--- config.mk ---
export PLATFORM = sky130hd
export DESIGN_NAME = wb_regfile
export DESIGN_NICKNAME = d
export VERILOG_FILES = /design/src/rtl/wb_regfile.sv
export SDC_FILE = /design/constraint.sdc
export NUM_CORES = 2
export LEC_CHECK = 0
export BUFFER_PORTS_ARGS = -buffer_cell sky130_fd_sc_hd__buf_2
export CORE_ASPECT_RATIO = 0.7
export CORE_MARGIN = 3
export CORE_UTILIZATION = 60
export DETAILED_ROUTE_END_ITERATION = 10
export PLACE_DENSITY = 0.8
export REMOVE_ABC_BUFFERS = 1
export SLEW_MARGIN = 20
export SYNTH_ARGS = -nofsm -noshare
export SYNTH_HDL_FRONTEND = slang
export SYNTH_SLANG_ARGS = --single-unit
--- constraint.sdc ---
create_clock -name clk -period 3.4 [get_ports clk]
set_clock_uncertainty 0.05 [all_clocks]
set_input_delay 0.17 -clock clk [delete_from_list [all_inputs] [get_ports clk]]
set_output_delay 0.17 -clock clk [all_outputs]
set_load 0.01 [all_outputs]
--- src/rtl/wb_regfile.sv ---
// wb_regfile: writeback mux, 32-entry integer register file, retired-write debug state
//
// Optional build macro: WB_BYPASS_EN
//   defined   -> a read port whose address matches a committing Rd returns wb_data_o
//                in the same cycle (write-through)
//   undefined -> read ports return the pre-edge array contents
//
// Ports:
//   clk, rst_n          clock, asynchronous active-low reset
//   *_wb_i              MEM/WB pipeline outputs (data candidates, Rd, control bits)
//   Rs1/Rs2_addr_i      decode-stage read addresses
//   Rs1/Rs2_data_o      combinational read data (x0 reads 0)
//   wb_data_o           selected writeback value
//   wb_count_o          committed-write counter (wraps)
//   last_rd_o/last_data_o  Rd and data of the most recent committed write
module wb_regfile #(
    parameter int DATA_W = 32,
    parameter int ADDR_W = 5,
    parameter int CNT_W  = 32
) (
    input  logic              clk,
    input  logic              rst_n,
    input  logic [DATA_W-1:0] ALU_result_wb_i,
    input  logic [DATA_W-1:0] pc_jump_wb_i,
    input  logic [DATA_W-1:0] loaddata_wb_i,
    input  logic [DATA_W-1:0] imme_wb_i,
    input  logic [DATA_W-1:0] pc_order_wb_i,
    input  logic [ADDR_W-1:0] Rd_wb_i,
    input  logic              jal_wb_i,
    input  logic              jalr_wb_i,
    input  logic              lui_wb_i,
    input  logic              U_type_wb_i,
    input  logic              MemtoReg_wb_i,
    input  logic              RegWrite_wb_i,
    input  logic [ADDR_W-1:0] Rs1_addr_i,
    input  logic [ADDR_W-1:0] Rs2_addr_i,
    output logic [DATA_W-1:0] Rs1_data_o,
    output logic [DATA_W-1:0] Rs2_data_o,
    output logic [DATA_W-1:0] wb_data_o,
    output logic [CNT_W-1:0]  wb_count_o,
    output logic [ADDR_W-1:0] last_rd_o,
    output logic [DATA_W-1:0] last_data_o
);
    localparam int NREG = 2 ** ADDR_W;

    logic [DATA_W-1:0] rf_q [NREG];
    logic [CNT_W-1:0]  wb_count_q, wb_count_d;
    logic [ADDR_W-1:0] last_rd_q, last_rd_d;
    logic [DATA_W-1:0] last_data_q, last_data_d;
    logic              commit;

    // Jumps link PC+4 ahead of every other source; lui beats auipc beats loads.
    always_comb begin
        wb_data_o = (jal_wb_i | jalr_wb_i) ? pc_order_wb_i :
                    lui_wb_i               ? imme_wb_i     :
                    U_type_wb_i            ? pc_jump_wb_i  :
                    MemtoReg_wb_i          ? loaddata_wb_i :
                                             ALU_result_wb_i;
        commit      = RegWrite_wb_i && (Rd_wb_i != '0);
        wb_count_d  = commit ? wb_count_q + CNT_W'(1) : wb_count_q;
        last_rd_d   = commit ? Rd_wb_i : last_rd_q;
        last_data_d = commit ? wb_data_o : last_data_q;
    end

`ifdef WB_BYPASS_EN
    always_comb begin
        Rs1_data_o = (Rs1_addr_i == '0) ? '0 :
                     (commit && Rs1_addr_i == Rd_wb_i) ? wb_data_o : rf_q[Rs1_addr_i];
        Rs2_data_o = (Rs2_addr_i == '0) ? '0 :
                     (commit && Rs2_addr_i == Rd_wb_i) ? wb_data_o : rf_q[Rs2_addr_i];
    end
`else
    always_comb begin
        Rs1_data_o = (Rs1_addr_i == '0) ? '0 : rf_q[Rs1_addr_i];
        Rs2_data_o = (Rs2_addr_i == '0) ? '0 : rf_q[Rs2_addr_i];
    end
`endif

    always_ff @(posedge clk or negedge rst_n) begin
        if (!rst_n) begin
            for (int i = 0; i < NREG; i++) rf_q[i] <= '0;
            wb_count_q  <= '0;
            last_rd_q   <= '0;
            last_data_q <= '0;
        end else begin
            if (commit) rf_q[Rd_wb_i] <= wb_data_o;
            wb_count_q  <= wb_count_d;
            last_rd_q   <= last_rd_d;
            last_data_q <= last_data_d;
        end
    end

    assign wb_count_o  = wb_count_q;
    assign last_rd_o   = last_rd_q;
    assign last_data_o = last_data_q;
endmodule

Word level (Yosys, flattened, before mapping):

Cells that the tools add are included.

* register bits after elaboration: 1093
* bits in latches: 0
* bits in writable memories: 0
* bits in read-only memories: 0
* input bits: 183
* memories kept: 0

* add/sub/neg operators: 1
* multipliers: 0
* divide/modulo/power cells: 0
* $lt $le $gt $ge: 4
* equality and inequality tests: 0
* shifts and indexed selects: 0
* multiplexer cells: 15
* bitwise operators: 4
* reductions and logical operators: 5

Operators by type and width (count)
* bitwise mux 1024 bit: 1
* two-way mux 32 bit: 11
* binary-select mux 32 bit (select 5 bit): 2
* demux 32 bit (select 5 bit): 1
* adder 32 x 1 -> 32 bit (second input constant): 1
* >= comparator 6 bit (second input constant): 3
* inverter 5 -> 6 bit: 3
* zero test 5 bit: 2
* less-than comparator 6 x 1 -> 1 bit (second input constant): 1
* nonzero test 5 bit: 1
* logical AND 1 bit: 2
* OR 1 bit: 1

Depth between registers and ports, before layout:

* depth in word-level cells: 6
* mapped depth: 7
* gate-level depth less buffers: 5

Worst setup path before layout:

No wires, ideal clock.

* kind: register -> register
* start: reg wb_count_q[0] (netlist: wb_count_o[0])
* end: reg wb_count_q[24] (netlist: wb_count_o[24])
* setup time: 0.126 ns
* arrival time: 1.593 ns
* required time: 3.224 ns
* setup slack: 1.631 ns
* cell stages (with the launch flop): 7
* buffers on the path: 1
* cells stage by stage: dfrtp_1 ha_1 nand3_1 a2111oi_2 buf_4 nand4_1 xnor2_1

* word-level cells in the longest chain between the ends: 1

Ends and longest elaborated chain
* start, declared: RTL line 47 `logic [CNT_W-1:0] wb_count_q, wb_count_d;`
* start signal, assigned: RTL line 87 `wb_count_q <= wb_count_d;`
* adder 32 x 1 -> 32 bit: RTL line 60 `wb_count_d = commit ? wb_count_q + CNT_W'(1) : wb_count_q;`

No other way between the ends.
A chain may end at the register's enable or synchronous reset.

Final worst setup path:

* start: in Rs1_addr_i[3]
* end: out Rs1_data_o[28]

* word-level cells in the longest chain between the ends: 5
* elaborated cells between the ends (all ways): 6
* classes of those cells: mux: 4; bitwise: 1; reduce/logical: 1

Ends and longest elaborated chain
* start, declared: RTL line 35 `input logic [ADDR_W-1:0] Rs1_addr_i,`
* inverter 5 -> 6 bit (not written as such): RTL line 74 `Rs1_data_o = (Rs1_addr_i == '0) ? '0 : rf_q[Rs1_addr_i];`
* binary-select mux 32 bit (select 5 bit): RTL line 74
* two-way mux 32 bit (not written as such) (2 in a row): RTL line 74
* two-way mux 32 bit *: RTL line 74
* end, declared: RTL line 37 `output logic [DATA_W-1:0] Rs1_data_o,`

Every way passes the cells marked *; elsewhere a longest branch is shown, timed or not. The select of a mux whose other input is x is not followed.

==> results.md <==
- Outcome: complete, but fails checks
- Violated checks: hold timing
- Number of enable-type register cells in the synthesized netlist: 0
- Post-CTS clock slew at the launch and capture registers of the worst setup and hold paths: 0.07 ns
- Post-placement setup slack: 0.4445 ns
- Number of resized instances in the post-cts repair step: 0
- Max-cap violations: 0
- Starting utilization of the core area: 0.6083
- Count of hold-fix buffers inserted at cts: 14
- Number of different library cells in the post-synthesis netlist: 53
- Number of port buffers: 347
- Origin of the critical flop-to-flop path: wb_count_o[16]$_DFFE_PN0P_
- Die X-Extent: 375.8 µm
- Number of cells traversed by the worst hold path: 4
- Unrepaired setup endpoints after global routing: false
- Share of cell area taken by muxes after synthesis: 0.2190
- Placeable core area: 0.09444 mm²
- Post-DP HPWL: 114.3 mm
- Worst vdd rail ir drop: 0.0004278 V
- Grt total ovfl: 0
- Placer Congestion: 0.8979
- Via count of the first global-routing pass: 47290
- Finish-stage setup viols: 0
- Final WL: 191.2 mm
- Number of nets at the end of the flow: 5498
- Top_reg_cell synth: sky130_fd_sc_hd__dfrtp_1
- Overall power of the completed layout: 39.01 mW
- Multi-input gate area in the final layout: 0.02738 mm²
- Post-synthesis simple-gate area fraction: 0.09827
- Leakage power summed over all cells: 28.77 nW
- Drt wl/cell: 28.73 µm
- H-tree levels: 3
- Launch point of the worst hold path: imme_wb_i[2]
- Compound-Gate Fraction of Synth Area: 0.1486
- HP Class: input pin to register
- Nature of the critical path endpoint: output port
- First-pass GRT wire length: 288.7 mm
- Placed Instance Area: 0.06040 mm²
- Proportion of synthesized chip area in sequential cells: 0.4761
- Final worst slack: 0.2024 ns
- TNS Setup: 0 ns
- Post-detailed-route via-to-cell ratio: 7.038
- Critical Path AT: 2.98 ns
- Cell count after synthesis: 5198
- Part of the cycle the worst path needs: 0.9405
- Mean area per synthesized cell: 11.05 µm²
- Main combinational cell family by area after synthesis: multiplexers
- Reg2reg path depth: 4
- Final hold violation count: 8
- Post-DRT Antenna Nets: 0
- Arithmetic-cell share of the synthesized area counting full adders, half adders and majority gates: 0.0002178
- Pwr per Cell Area: 604.0 mW/mm²
- Post-Synth XOR/XNOR Area: 0.004726
- Slew Limit Fails: 0
- Total Die Area: 0.09955 mm²
- 1st-iter DRT viols: 6571
- WS Path Type: input pin to output port
- Standard-cell row count: 94
- CTS max path bufs: 3
- Yosys warns: 0
- Seq cells post-synth: 1093
- Post-route DRC violation count: 0
- CP required: 3.18 ns
- Area growth from synthesis to layout: 12.43%
- Buffer cell driving the clock tree root: sky130_fd_sc_hd__clkbuf_16
- Post-CTS Setup Inserts: 0
- Clock latency on the worst-skew pair: 0.69 ns
- Detailed Routing Iterations Pass 1: 8
- Total clock sinks: 1093
- Filler cell count in the final layout: 6661
- Worst hold slack: -0.03328 ns
- Launching instance or port of the critical path: Rs1_addr_i[3]
- Global-route usage over all layers: 0.3835
- Setup slack of the most critical reg-to-reg path: 1.37 ns
- Mapped Area: 0.05745 mm²
- Maximum fanout along the worst path: 22
- Overall via count from detail_route: 46820
- TritonCTS clock tree: built
- Top-level I/O count: 348
- Slew headroom: 0.2976
- Highest achievable clock rate: 312.7 MHz
- Share of post-route cells with drive strength above 1: 0.2410
- Slew at the pin closest to its max-slew limit: 1.054 ns
- Sequential cell area in the final layout: 0.02735 mm²
- Maximum number of pins on one net before global-route repair: 136
- Async S/R FF share, synth: 1.000
- Post-route cell area: 0.06459 mm²
- Crit start category: input pin
- Height of the die: 264.9 µm
- Number of clock buffers inserted by TritonCTS: 102
- Number of antenna violations at the first check in global routing: 6
- Period minus WS final: 3.198 ns
-- worst paths after layout --
path,endpoint
setup reg to reg,wb_count_o[29]$_DFFE_PN0P_
max in group asynchronous,rf_q[751]$_DFFE_PN0P_
hold reg to reg,rf_q[1010]$_DFFE_PN0P_
setup / recovery,Rs1_data_o[28]
hold / removal,rf_q[706]$_DFFE_PN0P_
min in group asynchronous,rf_q[178]$_DFFE_PN0P_
-- report_power, final --
group / leakage, nW / internal [mW] / switching (mW)
logic: 12.8 / 3.93 / 4.05
clock network: 1.90 / 7.95 / 5.32
registers: 14.1 / 15.6 / 2.20
-- worst max-delay path, stage by stage --
cell and delay (ns):
sky130_fd_sc_hd__buf_2 0.44, sky130_fd_sc_hd__or2_2 0.22, sky130_fd_sc_hd__buf_4 0.27, sky130_fd_sc_hd__buf_4 0.59
sky130_fd_sc_hd__a211oi_1 0.10, sky130_fd_sc_hd__a311oi_1 0.87, sky130_fd_sc_hd__buf_2 0.29
-- cell families after synthesis --
| logic type | count (synthesis) |
|---|---|
| XOR/XNOR | 31 |
| multiplexers | 673 |
| buffers and inverters | 601 |
| AO/OA/AOI/OAI | 1463 |
| AND/OR/NAND/NOR | 1336 |
| flip-flops | 1093 |
| adder cells (fa/ha/maj) | 1 |
-- stage by stage --
stage	util	cells
finish	0.6839	6653
global route	0.6838	6651
floorplan	-	4634
global placement	0.6395	6432
CTS	0.6823	6639
detailed placement	0.6395	6432
-- final cells by class --
class	count	area share
Antenna cell	2	0.00007749
Clock buffer	141	0.04651
Clock inverter	52	0.01379
Inverter	37	0.002189
Multi-Input combinational cell	3504	0.4239
Sequential cell	1093	0.4235
Tap cell	1248	0.02418
Timing Repair Buffer	576	0.06590
-- registers in the layout, summed over array words and instances, names as in the netlist --
register / cells
rf_q: 1024
last_data_o: 32
last_rd_o: 5
wb_count_o: 32
-- placed cells by master (no fill, tap or decap), drive strengths merged, types with 3 or more instances in the layout --
master	instances
clkbuf	141
inv	39
xor2	6
a22oi	64
or2	3
nor2	10
a211oi	97
nor3	3
nand2b	30
nor3b	4
nand2	1101
o2111ai	14
mux2	65
clkinvlp	7
and3	7
buf	557
clkinv	20
and3b	5
nand3	13
dfrtp	1093
and4	3
o21ai	1138
and2	36
a311oi	64
mux2i	160
dlygate4sd3	19
nor2b	98
a221oi	50
o31ai	32
bufinv	23
xnor2	25
nand4	14
or2b	4
mux4	448
-- routing by layer --
layer / GRT usage / share of wire / vias up
li1: - / - / 19130
met1: 0.5151 / 0.36 / 23220
met2: 0.5541 / 0.44 / 3676
met3: 0.1331 / 0.14 / 794
met4: 0.2078 / 0.060 / 8
met5: 0 / 0.00027 / -
-- synthesized netlist by cell type (all sizes together), types with 4 or more instances --
master | instances | area [µm²]
nor3b | 4 | 45.05
inv | 37 | 138.9
nand2 | 1101 | 4133
nand2b | 30 | 187.7
o21ai | 1138 | 5695
nor2 | 10 | 42.54
buf | 207 | 1474
and3 | 7 | 43.79
a311oi | 64 | 560.5
and3b | 5 | 43.79
nor2b | 98 | 613.1
a22oi | 64 | 480.5
nand3 | 13 | 65.06
clkbuf | 357 | 1436
o2111ai | 14 | 122.6
or2b | 4 | 30.03
xnor2 | 25 | 219.0
mux2i | 160 | 1602
a211oi | 97 | 738.2
o31ai | 32 | 435.4
mux2 | 65 | 732.0
xor2 | 6 | 52.55
nand4 | 14 | 87.58
and2 | 36 | 225.2
dfrtp | 1093 | 27350
a221oi | 50 | 456.7
mux4 | 448 | 10250
(Power assumes the default switching activity.)
